### src/rtl/four_12_12_st0_mem_rd_seq_pkg.sv
// Shared types and constants for the stage-0 memory read sequencer.
// Interface structs match the stage-0 memory wrapper field order.
package four_12_12_st0_mem_rd_seq_pkg;

  localparam int ST0_NUM_IN  = 12;
  localparam int ST0_NUM_OUT = 12;
  localparam int ST0_RD_LAT  = 1;
  localparam int DATA_AW     = 9;
  localparam int TAP_AW      = 5;
  localparam int BIAS_AW     = 4;
  localparam int TAP_W       = 384;
  localparam int WORD_W      = 32;
  localparam int K_W         = 4;
  // One slot per read that can be in the memory pipe plus one held beat.
  localparam int FIFO_DEPTH  = 1 + ST0_RD_LAT;

  typedef struct packed {
    logic              wr_en;
    logic [TAP_AW-1:0] wr_addr;
    logic              rd_en;
    logic [TAP_AW-1:0] rd_addr;
  } tap_int_384_5;

  typedef struct packed {
    logic               wr_en;
    logic [BIAS_AW-1:0] wr_addr;
    logic               rd_en;
    logic [BIAS_AW-1:0] rd_addr;
  } bias_int_32_4;

  typedef struct packed {
    logic               wr_en;
    logic [DATA_AW-1:0] wr_addr;
    logic               rd_en;
    logic [DATA_AW-1:0] rd_addr;
  } data_int_32_9;

  typedef struct packed {
    logic [TAP_W-1:0]  tap;
    logic [WORD_W-1:0] bias;
    logic [WORD_W-1:0] data;
    logic [K_W-1:0]    k;
    logic              first;
    logic              last;
    logic              sample_last;
  } beat_t;

  typedef enum logic [1:0] {
    ST_IDLE  = 2'd0,
    ST_ISSUE = 2'd1,
    ST_DRAIN = 2'd2
  } state_t;

endpackage

### src/rtl/four_12_12_st0_rd_fifo.sv
// Two-entry fall-through skid FIFO between the memory capture stage and the MAC stream.
// Handshake: a beat moves when out_valid && out_ready; payload holds while stalled.
module four_12_12_st0_rd_fifo
  import four_12_12_st0_mem_rd_seq_pkg::*;
(
  input  logic       clk,
  input  logic       reset,
  input  logic       push,
  input  beat_t      push_beat,
  output logic       out_valid,
  input  logic       out_ready,
  output beat_t      out_beat,
  output logic [1:0] count
);

  beat_t mem [2];
  logic  wr_ptr;
  logic  rd_ptr;
  logic  held;
  logic  pop;
  logic  store;

  // An empty FIFO passes the incoming beat straight through; it is only
  // stored when it cannot leave in the same cycle.
  assign held      = (count != 2'd0);
  assign out_valid = held | push;
  assign pop       = out_valid & out_ready;
  assign store     = push & ~(~held & pop);

  always_comb begin
    out_beat = '0;
    if (held)      out_beat = mem[rd_ptr];
    else if (push) out_beat = push_beat;
  end

  always_ff @(posedge clk) begin
    if (store) mem[wr_ptr] <= push_beat;
  end

  always_ff @(posedge clk) begin
    if (!reset) begin
      count  <= 2'd0;
      wr_ptr <= 1'b0;
      rd_ptr <= 1'b0;
    end else begin
      if (store)        wr_ptr <= ~wr_ptr;
      if (pop && held)  rd_ptr <= ~rd_ptr;
      count <= count + {1'b0, store} - {1'b0, pop & held};
    end
  end

endmodule

### src/rtl/four_12_12_st0_mem_rd_seq.sv
// Stage-0 read sequencer: walks samples x neurons x inputs over the tap/bias/data
// memories and streams each read as one beat to the MAC stage.
module four_12_12_st0_mem_rd_seq
  import four_12_12_st0_mem_rd_seq_pkg::*;
(
  input  logic                clk,
  input  logic                reset,
  input  logic                start,
  input  logic [15:0]         num_samples,
  input  logic [DATA_AW-1:0]  data_base,
  output tap_int_384_5        tap_int,
  output bias_int_32_4        bias_int,
  output data_int_32_9        data_int,
  input  logic [TAP_W-1:0]    tap_int_rd_data,
  input  logic [WORD_W-1:0]   bias_int_rd_data,
  input  logic [WORD_W-1:0]   data_int_rd_data,
  output logic                out_valid,
  input  logic                out_ready,
  output logic [TAP_W-1:0]    out_tap,
  output logic [WORD_W-1:0]   out_bias,
  output logic [WORD_W-1:0]   out_data,
  output logic [K_W-1:0]      out_k,
  output logic                out_first,
  output logic                out_last,
  output logic                out_sample_last,
  output logic                busy,
  output logic                done
);

  localparam logic [K_W-1:0] K_LAST = K_W'(ST0_NUM_IN - 1);
  localparam logic [K_W-1:0] N_LAST = K_W'(ST0_NUM_OUT - 1);

  state_t             state;
  logic [15:0]        num_q;
  logic [15:0]        s;
  logic [K_W-1:0]     n;
  logic [K_W-1:0]     k;
  logic [DATA_AW-1:0] ptr;
  logic               outstanding;
  logic [K_W-1:0]     cap_k;
  logic [K_W-1:0]     cap_n;
  logic [1:0]         fifo_count;
  logic               issue;
  logic               last_issue;
  logic               fifo_pop;
  logic               last_accept;
  beat_t              cap_beat;
  beat_t              head;

  // Reads already in the FIFO or in the memory pipe never exceed the FIFO depth.
  assign issue      = (state == ST_ISSUE) &&
                      ((32'(fifo_count) + 32'(outstanding)) < FIFO_DEPTH);
  assign last_issue = issue && (s == num_q - 16'd1) && (n == N_LAST) && (k == K_LAST);
  assign fifo_pop   = out_valid & out_ready;
  assign last_accept = (state == ST_DRAIN) && fifo_pop &&
                       ((32'(fifo_count) + 32'(outstanding)) == 1);
  assign busy       = (state != ST_IDLE);

  always_comb begin
    tap_int          = '0;
    bias_int         = '0;
    data_int         = '0;
    tap_int.rd_en    = issue;
    tap_int.rd_addr  = {1'b0, n};
    bias_int.rd_en   = issue;
    bias_int.rd_addr = n;
    data_int.rd_en   = issue;
    data_int.rd_addr = ptr;
  end

  always_comb begin
    cap_beat             = '0;
    cap_beat.tap         = tap_int_rd_data;
    cap_beat.bias        = bias_int_rd_data;
    cap_beat.data        = data_int_rd_data;
    cap_beat.k           = cap_k;
    cap_beat.first       = (cap_k == '0);
    cap_beat.last        = (cap_k == K_LAST);
    cap_beat.sample_last = (cap_k == K_LAST) && (cap_n == N_LAST);
  end

  always_ff @(posedge clk) begin
    if (!reset) begin
      state       <= ST_IDLE;
      num_q       <= '0;
      s           <= '0;
      n           <= '0;
      k           <= '0;
      ptr         <= '0;
      outstanding <= 1'b0;
      cap_k       <= '0;
      cap_n       <= '0;
      done        <= 1'b0;
    end else begin
      done        <= 1'b0;
      outstanding <= issue;
      if (issue) begin
        cap_k <= k;
        cap_n <= n;
      end
      case (state)
        ST_IDLE: begin
          if (start) begin
            if (num_samples == 16'd0) begin
              done <= 1'b1;
            end else begin
              num_q <= num_samples;
              s     <= '0;
              n     <= '0;
              k     <= '0;
              ptr   <= data_base;
              state <= ST_ISSUE;
            end
          end
        end
        ST_ISSUE: begin
          if (issue) begin
            if (k == K_LAST) begin
              k <= '0;
              if (n == N_LAST) begin
                // Next sample begins right after this sample's last input.
                n   <= '0;
                s   <= s + 16'd1;
                ptr <= ptr + 1'b1;
              end else begin
                n   <= n + 1'b1;
                ptr <= ptr - DATA_AW'(ST0_NUM_IN - 1);
              end
            end else begin
              k   <= k + 1'b1;
              ptr <= ptr + 1'b1;
            end
            if (last_issue) state <= ST_DRAIN;
          end
        end
        ST_DRAIN: begin
          if (last_accept) begin
            done  <= 1'b1;
            state <= ST_IDLE;
          end
        end
        default: state <= ST_IDLE;
      endcase
    end
  end

  four_12_12_st0_rd_fifo u_fifo (
    .clk       (clk),
    .reset     (reset),
    .push      (outstanding),
    .push_beat (cap_beat),
    .out_valid (out_valid),
    .out_ready (out_ready),
    .out_beat  (head),
    .count     (fifo_count)
  );

  assign out_tap         = head.tap;
  assign out_bias        = head.bias;
  assign out_data        = head.data;
  assign out_k           = head.k;
  assign out_first       = head.first;
  assign out_last        = head.last;
  assign out_sample_last = head.sample_last;

endmodule
### config.mk
export PLATFORM = sky130hd
export DESIGN_NAME = four_12_12_st0_mem_rd_seq
export DESIGN_NICKNAME = d
export VERILOG_FILES = /design/src/rtl/four_12_12_st0_mem_rd_seq_pkg.sv /design/src/rtl/four_12_12_st0_rd_fifo.sv /design/src/rtl/four_12_12_st0_mem_rd_seq.sv
export SDC_FILE = /design/constraint.sdc
export NUM_CORES = 1
export LEC_CHECK = 0
export CAP_MARGIN = 0
export CORE_AREA = 8 8 370 372
export CTS_CLUSTER_SIZE = 20
export DETAILED_ROUTE_END_ITERATION = 7
export DIE_AREA = 0 0 378 380
export MAX_ROUTING_LAYER = met4
export PLACE_DENSITY_LB_ADDON = 0.25
export SLEW_MARGIN = 10
export SYNTH_ARGS = -nofsm -noshare
export SYNTH_HDL_FRONTEND = slang
export SYNTH_SLANG_ARGS = --single-unit
export TNS_END_PERCENT = 5
### constraint.sdc
create_clock -name clk -period 31.5 [get_ports clk]
set_input_delay 6.3 -clock clk [delete_from_list [all_inputs] [get_ports clk]]
set_output_delay 6.3 -clock clk [all_outputs]
set_load 0.05 [all_outputs]
==> impl_metrics.py <==
metrics = {
    "die": {
        "rows": 133,
        "dieHeight_um": 380,
        "core_area_um2": 131000,
        "dieArea_um2": 144000,
        "start_util": 0.314,
        "die_w_um": 378,
        "num_io_pins": 977,
    },
    "detailed_routing": {
        "wire_per_inst_um": 22.6,
        "totalWireLength_mm": 129,
        "drtPass1Iterations": 5,
        "drt_iter0_drc": 1539,
        "vias": 27600,
        "vias_per_cell": 4.82,
        "remaining_drc_errors": 0,
        "ant_nets": 0,
    },
    "logic_synthesis": {
        "synth.distinct_cells": 61,
        "synth-seq-area-share": 0.696,
        "synth_edf_count": 910,
        "syn-cell-area_um2": 41100,
        "synth_flop_cell": "edfxtp_1",
        "avgSynthCellArea_um2": 13.9,
        "ys_ff_latch": 976,
        "async_flop_share": 0,
        "syn_inst": 2968,
        "yosysWarnings": 0,
    },
    "clocking": {
        "clock_path_buffers": 3,
        "cts_setup_buffers": 0,
        "hold_buffers": 0,
        "cts_tree": "built",
        "cts_root_buffer": "clkbuf_16",
        "clkLatencyLatePin_ps": 700,
        "clk_pin_slew_worst_paths_ps": 60,
        "cts_resized": 0,
        "cts_num_sinks": 976,
        "htreeDepth": 3,
        "numCtsBuffers": 108,
    },
    "finish": {
        "final_common_cell": "clkdlybuf4s50_1",
        "multi_input_area_um2": 11500,
        "mostFrequentLayoutCells": "clkdlybuf4s50_1, edfxtp_1, o21ai_0, nand3_1, mux2i_1",
        "seqCellArea_um2": 28700,
        "finalNonFillerCells": 5722,
        "area_growth_pct": 35.4,
        "final_util": 0.426,
        "drive_above_1_share": 0.0477,
        "fin_nets": 4321,
        "fillers": 12100,
    },
    "grt": {
        "grt_pass1_wl_mm": 184,
        "grt_overflow_total": 0,
        "grt_max_degree": 235,
        "track_usage": 0.175,
        "grt_pass1_vias": 27000,
        "antenna_found_initial": 50,
    },
    "timing": {
        "period_needed_ps": 14450,
        "period_share": 0.459,
        "rsz0062_at_grt": "false",
        "maxSlewHeadroom": 0.261,
        "tightest_slew_ps": 1110,
        "max_freq_mhz": 69.2,
        "drv_slew": 0,
        "layout_setup_ws_ps": 17050,
        "final.setup_skew_ps": 33.2,
        "finalSetupViolCount": 0,
        "tns_ps": 0,
        "hold_violations": 0,
    },
    "setup_path": {
        "required_ps": 25200,
        "end_kind": "output pin",
        "crit_arrival_ps": 8150,
        "path_max_fanout": 3,
        "crit_path_start_kind": "input pin",
        "critPathKind": "input pin to output pin",
    },
    "run": {
        "cap_viol_max_count": 0,
    },
    "outcome": {
        "run_status": "finished clean",
    },
    "power_and_ir_drop": {
        "p_leak_nw": 17.3,
        "powerDensity_nw_per_um2": 94.8,
        "peakVddDrop_uv": 67.8,
    },
    "placed_design": {
        "dp.cells": 5479,
        "hpwl_mm": 86.5,
        "io_buffers": 954,
        "place.gp.congestion": 0.879,
        "pre_cts_slack_ps": 17020,
    },
    "hold_path": {
        "hold_path_class": "flip-flop to flip-flop",
    },
}
[worst max-delay path, cell delays in order]
cell,delay (ps)
clkdlybuf4s50_1,490
nand3_1,80
o21ai_0,340
clkdlybuf4s50_1,940
[routing by layer]
| layer | wire, um | track usage | share of wire |
|---|---|---|---|
| met2 | 64300 | 0.283 | 0.50 |
| met1 | 49200 | 0.193 | 0.38 |
| met4 | 4550 | 0.0801 | 0.035 |
| met3 | 11500 | 0.0629 | 0.089 |
| met5 | 0 | - | 0 |
[final timing paths]
path / start / cells after the start / slack, ps / endpoint
worst max-delay path: tap_int_rd_data[37] / 4 / 17050 / out_tap[37]
worst min register to register: cap_n[0] / 2 / 460 / cap_n[0]
worst min-delay path: cap_n[0] / 2 / 460 / cap_n[0]
worst max register to register: outstanding / 7 / 25290 / u_fifo.mem[0][86]
[final cells by class]
class / count / share of cell area
Antenna cell: 48 / 0.00216
Inverter: 14 / 0.000944
Clock buffer: 140 / 0.0509
Multi-Input combinational cell: 1744 / 0.206
Timing Repair Buffer: 990 / 0.178
Tap cell: 1755 / 0.0394
Clock inverter: 55 / 0.00867
Sequential cell: 976 / 0.514
[metrics by stage]
stage	total power, mW	cell area (um2)	hold slack (ps)
final	5.28	55700	464
after global routing	5.49	55700	494
after CTS	5.35	55600	468
after detailed placement	4.14	52300	460
after global placement	4.13	52300	451
after floorplan	3.27	41200	438
[state kept, by name, indices dropped and copies added (netlist names), named ones only]
| register | flops |
|---|---|
| u_fifo.mem | 910 |
| ptr | 9 |
| s | 16 |
| n | 4 |
| cap_k | 4 |
| done | 1 |
| u_fifo.rd_ptr | 1 |
| u_fifo.wr_ptr | 1 |
| u_fifo.count | 2 |
| cap_n | 4 |
| state | 2 |
| k | 4 |
| outstanding | 1 |
| num_q | 16 |
[cells by family after synthesis]
logic type,synth area share
fa+ha+maj,0.00328
mux,0.112
xor+xnor,0.00830
buf+inv,0.0273
simple gates,0.0815
flops,0.696
other cells,0.0000912
compound gates,0.0714
[power by group]
part	switching, mW	leakage, nW	total [mW]	internal (mW)
logic	1.79	6.89	2.54	0.750
clock network	0.518	1.61	1.20	0.682
registers	0.0417	8.78	1.54	1.50
[synth_stat cells, types with 21 or more instances]
master,number,area share
a21boi_0,29,0.0053
xnor2_1,21,0.0045
nand3_1,462,0.056
nand2_1,74,0.0068
o21ai_0,468,0.057
nor2_1,38,0.0035
mux2i_1,459,0.11
edfxtp_1,910,0.66
clkbuf_1,205,0.019
dfxtp_1,66,0.032
buf_4,29,0.0053
Note: power is estimated with default switching activity, not from simulation.
==> RTL edit 1, RTL diff (same settings) <==
Change the package constant `WORD_W` from 32 to 36.
--- a/src/rtl/four_12_12_st0_mem_rd_seq_pkg.sv
+++ b/src/rtl/four_12_12_st0_mem_rd_seq_pkg.sv
@@ -9,7 +9,7 @@
   localparam int TAP_AW      = 5;
   localparam int BIAS_AW     = 4;
   localparam int TAP_W       = 384;
-  localparam int WORD_W      = 32;
+  localparam int WORD_W      = 36;
   localparam int K_W         = 4;
   // One slot per read that can be in the memory pipe plus one held beat.
   localparam int FIFO_DEPTH  = 1 + ST0_RD_LAT;
Interface: changed (resized bias_int_rd_data, data_int_rd_data, out_bias and out_data); port bits go from 977 to 993. No check against the original RTL was run, so the function may have changed too.
==> RTL edit 1 against the original RTL <==
Sequential cell count up 16. Design area up 1.4%. Largest cell class unchanged. Wire length up 3.8%. Combinational power about the same. Area after synthesis up 1.2%. Power up 0.47%. Setup slack worse by 0.18 ns. Core utilization up 0.58 points. Non-clock buffer count up 16.
==> RTL edit 1: results (changes against the original RTL) <==
[grt]
gr-usage-met1=0.217  ; +0.0247
antenna_found_initial=36  ; -28%
grt_pass1_vias=27200  ; +0.72%
grt_max_degree=227  ; -3.4%
grtUsageMet3=0.0579  ; -0.00497
gr-usage-met2=0.290  ; +0.00733
grt.total_usage=0.181  ; +0.00648
grt_first_pass_wirelength_um=191000  ; +3.4%

[route]
dr_wl_met2_um=65100  ; +1.4%
drt_iter0_drc=1830  ; +19%
wl_um=134000  ; +3.8%
route.vias.total=28000  ; +1.6%
met1_length_um=54300  ; +10%
dr_wl_met3_um=11400  ; -0.49%

[clocking]
cts_buffers=109  ; +0.93%
clock_sinks=992  ; +1.6%
insertion_delay_ns=0.72  ; +0.02 ns

[layout]
multi_input_area_sq_um=11500  ; about the same
seq_area_sq_um=29100  ; +1.7%
inverters_excl_clock=18  ; +4
num-nets-final=4383  ; +1.4%
reg_top3=u_fifo.mem (926), num_q (16), s (16)
syn_to_final_growth_pct=35.6
fillers=12000  ; -0.91%
clk_share=0.0613  ; +0.00173
multi_input_cells=1761  ; +0.97%
antenna_cells=26  ; -46%
buffers=1006  ; +1.6%
drive_gt1_frac=0.0481  ; +0.000334
buf_share=0.178  ; +0.000689

[yosys]
yosys-top-cells-area=edfxtp_1, mux2i_1, nand3_1, o21ai_0, dfxtp_1
synth_common_cells=edfxtp_1, nand3_1, o21ai_0, mux2i_1, clkbuf_1
yosysSeqAreaShare=0.700  ; +0.00334
syn-instance-count=3005  ; +1.2%

[setup_path]
path_delay_family=buffers and inverters
worstPathArrival_ns=8.33  ; +0.18 ns

[pwr]
p_leak_uw=0.0174  ; +0.55%
power.internal_uw=2960  ; +0.95%

[timing]
fin_skew_ns=0.0553  ; +0.0221 ns
slew_headroom=0.174  ; -0.0873

[place]
place_hpwl_um=91200  ; +5.4%
place.gp.congestion=0.846  ; -3.8%

[run_status]
outcome=complete, no violations

## RTL edit 1: cell count changes after synthesis, moves of 5 or more
cell      before  now
mux2i_1      459  464
o21ai_0      468  474
and3_1        10    3
nor2b_1       11    4
edfxtp_1     910  926
nor3_1         7   15
nor2_1        38   47
a21boi_0      29    1
xnor2_1       21   32
a21oi_1       15   36
xor2_1        18   12
nand3_1      462  478
## RTL edit 1: kinds of logic after synthesis
group,count (synthesis),share of synthesized area
DFF,992,0.700
and+or+nand+nor,674,0.0804
AOI/OAI and AO/OA,546,0.0684
muxes,464,0.112
adders and majority gates,11,0.00325
buffers and inverters,273,0.0273
other,1,0.0000901
xor gates and xnor gates,44,0.00926
## RTL edit 1: worst paths after layout
| check | startpoint | endpoint | slack (ns) | cells after the start |
|---|---|---|---|---|
| worst max-delay path | tap_int_rd_data[52] | out_tap[52] | 16.87 | 4 |
| worst min-delay path | cap_n[1] | cap_n[1] | 0.45 | 2 |
| worst max register to register | u_fifo.count[1] | u_fifo.mem[0][386] | 26.66 | 7 |
| worst min register to register | cap_n[1] | cap_n[1] | 0.45 | 2 |
## RTL edit 1: worst reg2reg max path, cell delays in order (launching register included)
cell      delay (ns)
dfxtp_1         0.43
nor2_4          0.21
buf_12          0.26
a21boi_0        0.55
nor2b_4         0.28
buf_12          0.44
buf_4           1.26
buf_4           0.93
## RTL edit 1: metrics by stage
step           power, uW  setup WS (ns)
6_report            5310          16.87
3_5_place_dp        4130          16.97
5_1_grt             5510          16.90
4_1_cts             5370          16.96
3_3_place_gp        4130          16.93
2_1_floorplan       3250           3.22
## RTL edit 1: power groups by stage
stage	clock, uW	sequential (uW)	combinational (uW)
floorplan	0	1610	1640
global route	1310	1550	2650
CTS	1270	1550	2560
detailed placement	0	1580	2560
global placement	0	1570	2550
finish	1230	1550	2530
==> RTL edit 2, RTL diff (same settings) <==
Without the edit above. Make the reset (`reset`) asynchronous in 2 clocked blocks.
--- a/src/rtl/four_12_12_st0_rd_fifo.sv
+++ b/src/rtl/four_12_12_st0_rd_fifo.sv
@@ -37,7 +37,7 @@
     if (store) mem[wr_ptr] <= push_beat;
   end
 
-  always_ff @(posedge clk) begin
+  always_ff @(posedge clk or negedge reset) begin
     if (!reset) begin
       count  <= 2'd0;
       wr_ptr <= 1'b0;
--- a/src/rtl/four_12_12_st0_mem_rd_seq.sv
+++ b/src/rtl/four_12_12_st0_mem_rd_seq.sv
@@ -79,7 +79,7 @@
     cap_beat.sample_last = (cap_k == K_LAST) && (cap_n == N_LAST);
   end
 
-  always_ff @(posedge clk) begin
+  always_ff @(posedge clk or negedge reset) begin
     if (!reset) begin
       state       <= ST_IDLE;
       num_q       <= '0;
Function: not settled (the Yosys comparison gave no result); the edit may change what the design does.
==> RTL edit 2 against the original RTL <==
Setup slack worse by 0.36 ns. Design area rose by 0.49%. Wire length shrank 1.2%. Sequential share of layout area rose by 0.29 points. Die area unchanged. Fmax down 2.4%. Area after synthesis grew 0.35%. Non-clock buffer count decreased by 1. Sequential cell count is 1 lower. Global-route usage down 0.24 points. Largest cell class unchanged.
Power is not shown: default switching activity piles up to over one toggle a cycle in this logic, so the estimate is an artifact.
==> RTL edit 2: results (changes against the original RTL) <==
[timing]
hold_ws_ns=0.475  ; +0.0118 ns
fin_skew_ns=0.0285  ; -0.00467 ns

[grt]
grt_pass1_vias=27000  ; -0.085%
grt.total_usage=0.172  ; -0.00245
grt_max_degree=261  ; +11%
gr-usage-met2=0.287  ; +0.00410
antenna_found_initial=33  ; -34%

[route]
dr_wl_met3_um=10500  ; -8.7%
via_per_inst=4.83  ; +0.19%
wl_um=128000  ; -1.2%
dr_wl_met2_um=64500  ; +0.33%
drt_iter0_drc=1678  ; +9.0%
route.vias.total=27300  ; -0.86%

[yosys]
yosysSeqAreaShare=0.701  ; +0.00495
async_flop_share=0.0667  ; +0.0667
yosys-top-cells-area=edfxtp_1, mux2i_1, o21ai_0, nand3_1, dfrtp_1

[place]
place.gp.congestion=0.968  ; +10%
post-place-cells=5428  ; -0.93%
place_hpwl_um=85000  ; -1.7%

[hold_path]
worstHoldEndpoint=cap_n[2]

[layout]
fillers=12100  ; -0.56%
drive_gt1_frac=0.0573  ; +0.00959

[setup_path]
slowest_delay_ns=0.99  ; +0.05 ns
reg2reg_to=u_fifo.mem[0][368]
r2r_start=u_fifo.count[1]
critPathLaunch=tap_int_rd_data[30]
rrSetupSlack_ns=25.81  ; +0.52 ns

[run_status]
outcome=complete, no violations

RTL edit 2: cells by family after synthesis:
group	Yosys count	synth area share
AO/OA/AOI/OAI	523	0.0670
multiplexers	479	0.117
other	1	0.0000908
flip-flops	975	0.701
adder cells (fa/ha/maj)	11	0.00327
XOR/XNOR	40	0.00849
AND/OR/NAND/NOR	617	0.0757
buffers and inverters	267	0.0275
RTL edit 2: layout make-up:
class	instances	area, sq um	share of cell area
Sequential cell	975	29000	0.517
Multi-Input combinational cell	1692	11300	0.202
Timing Repair Buffer	989	9880	0.177
Clock buffer	142	2950	0.0528
Tap cell	1755	2200	0.0392
Clock inverter	59	542	0.00968
Antenna cell	33	82.6	0.00148
Inverter	17	63.8	0.00114
RTL edit 2: worst register-to-register path: cells and delay by family (launching register included):
family | cells | cell delay (ns)
AOI/OAI and AO/OA | 1 | 0.53
buffers and inverters | 4 | 3.04
DFF | 1 | 0.47
and+or+nand+nor | 2 | 1.22
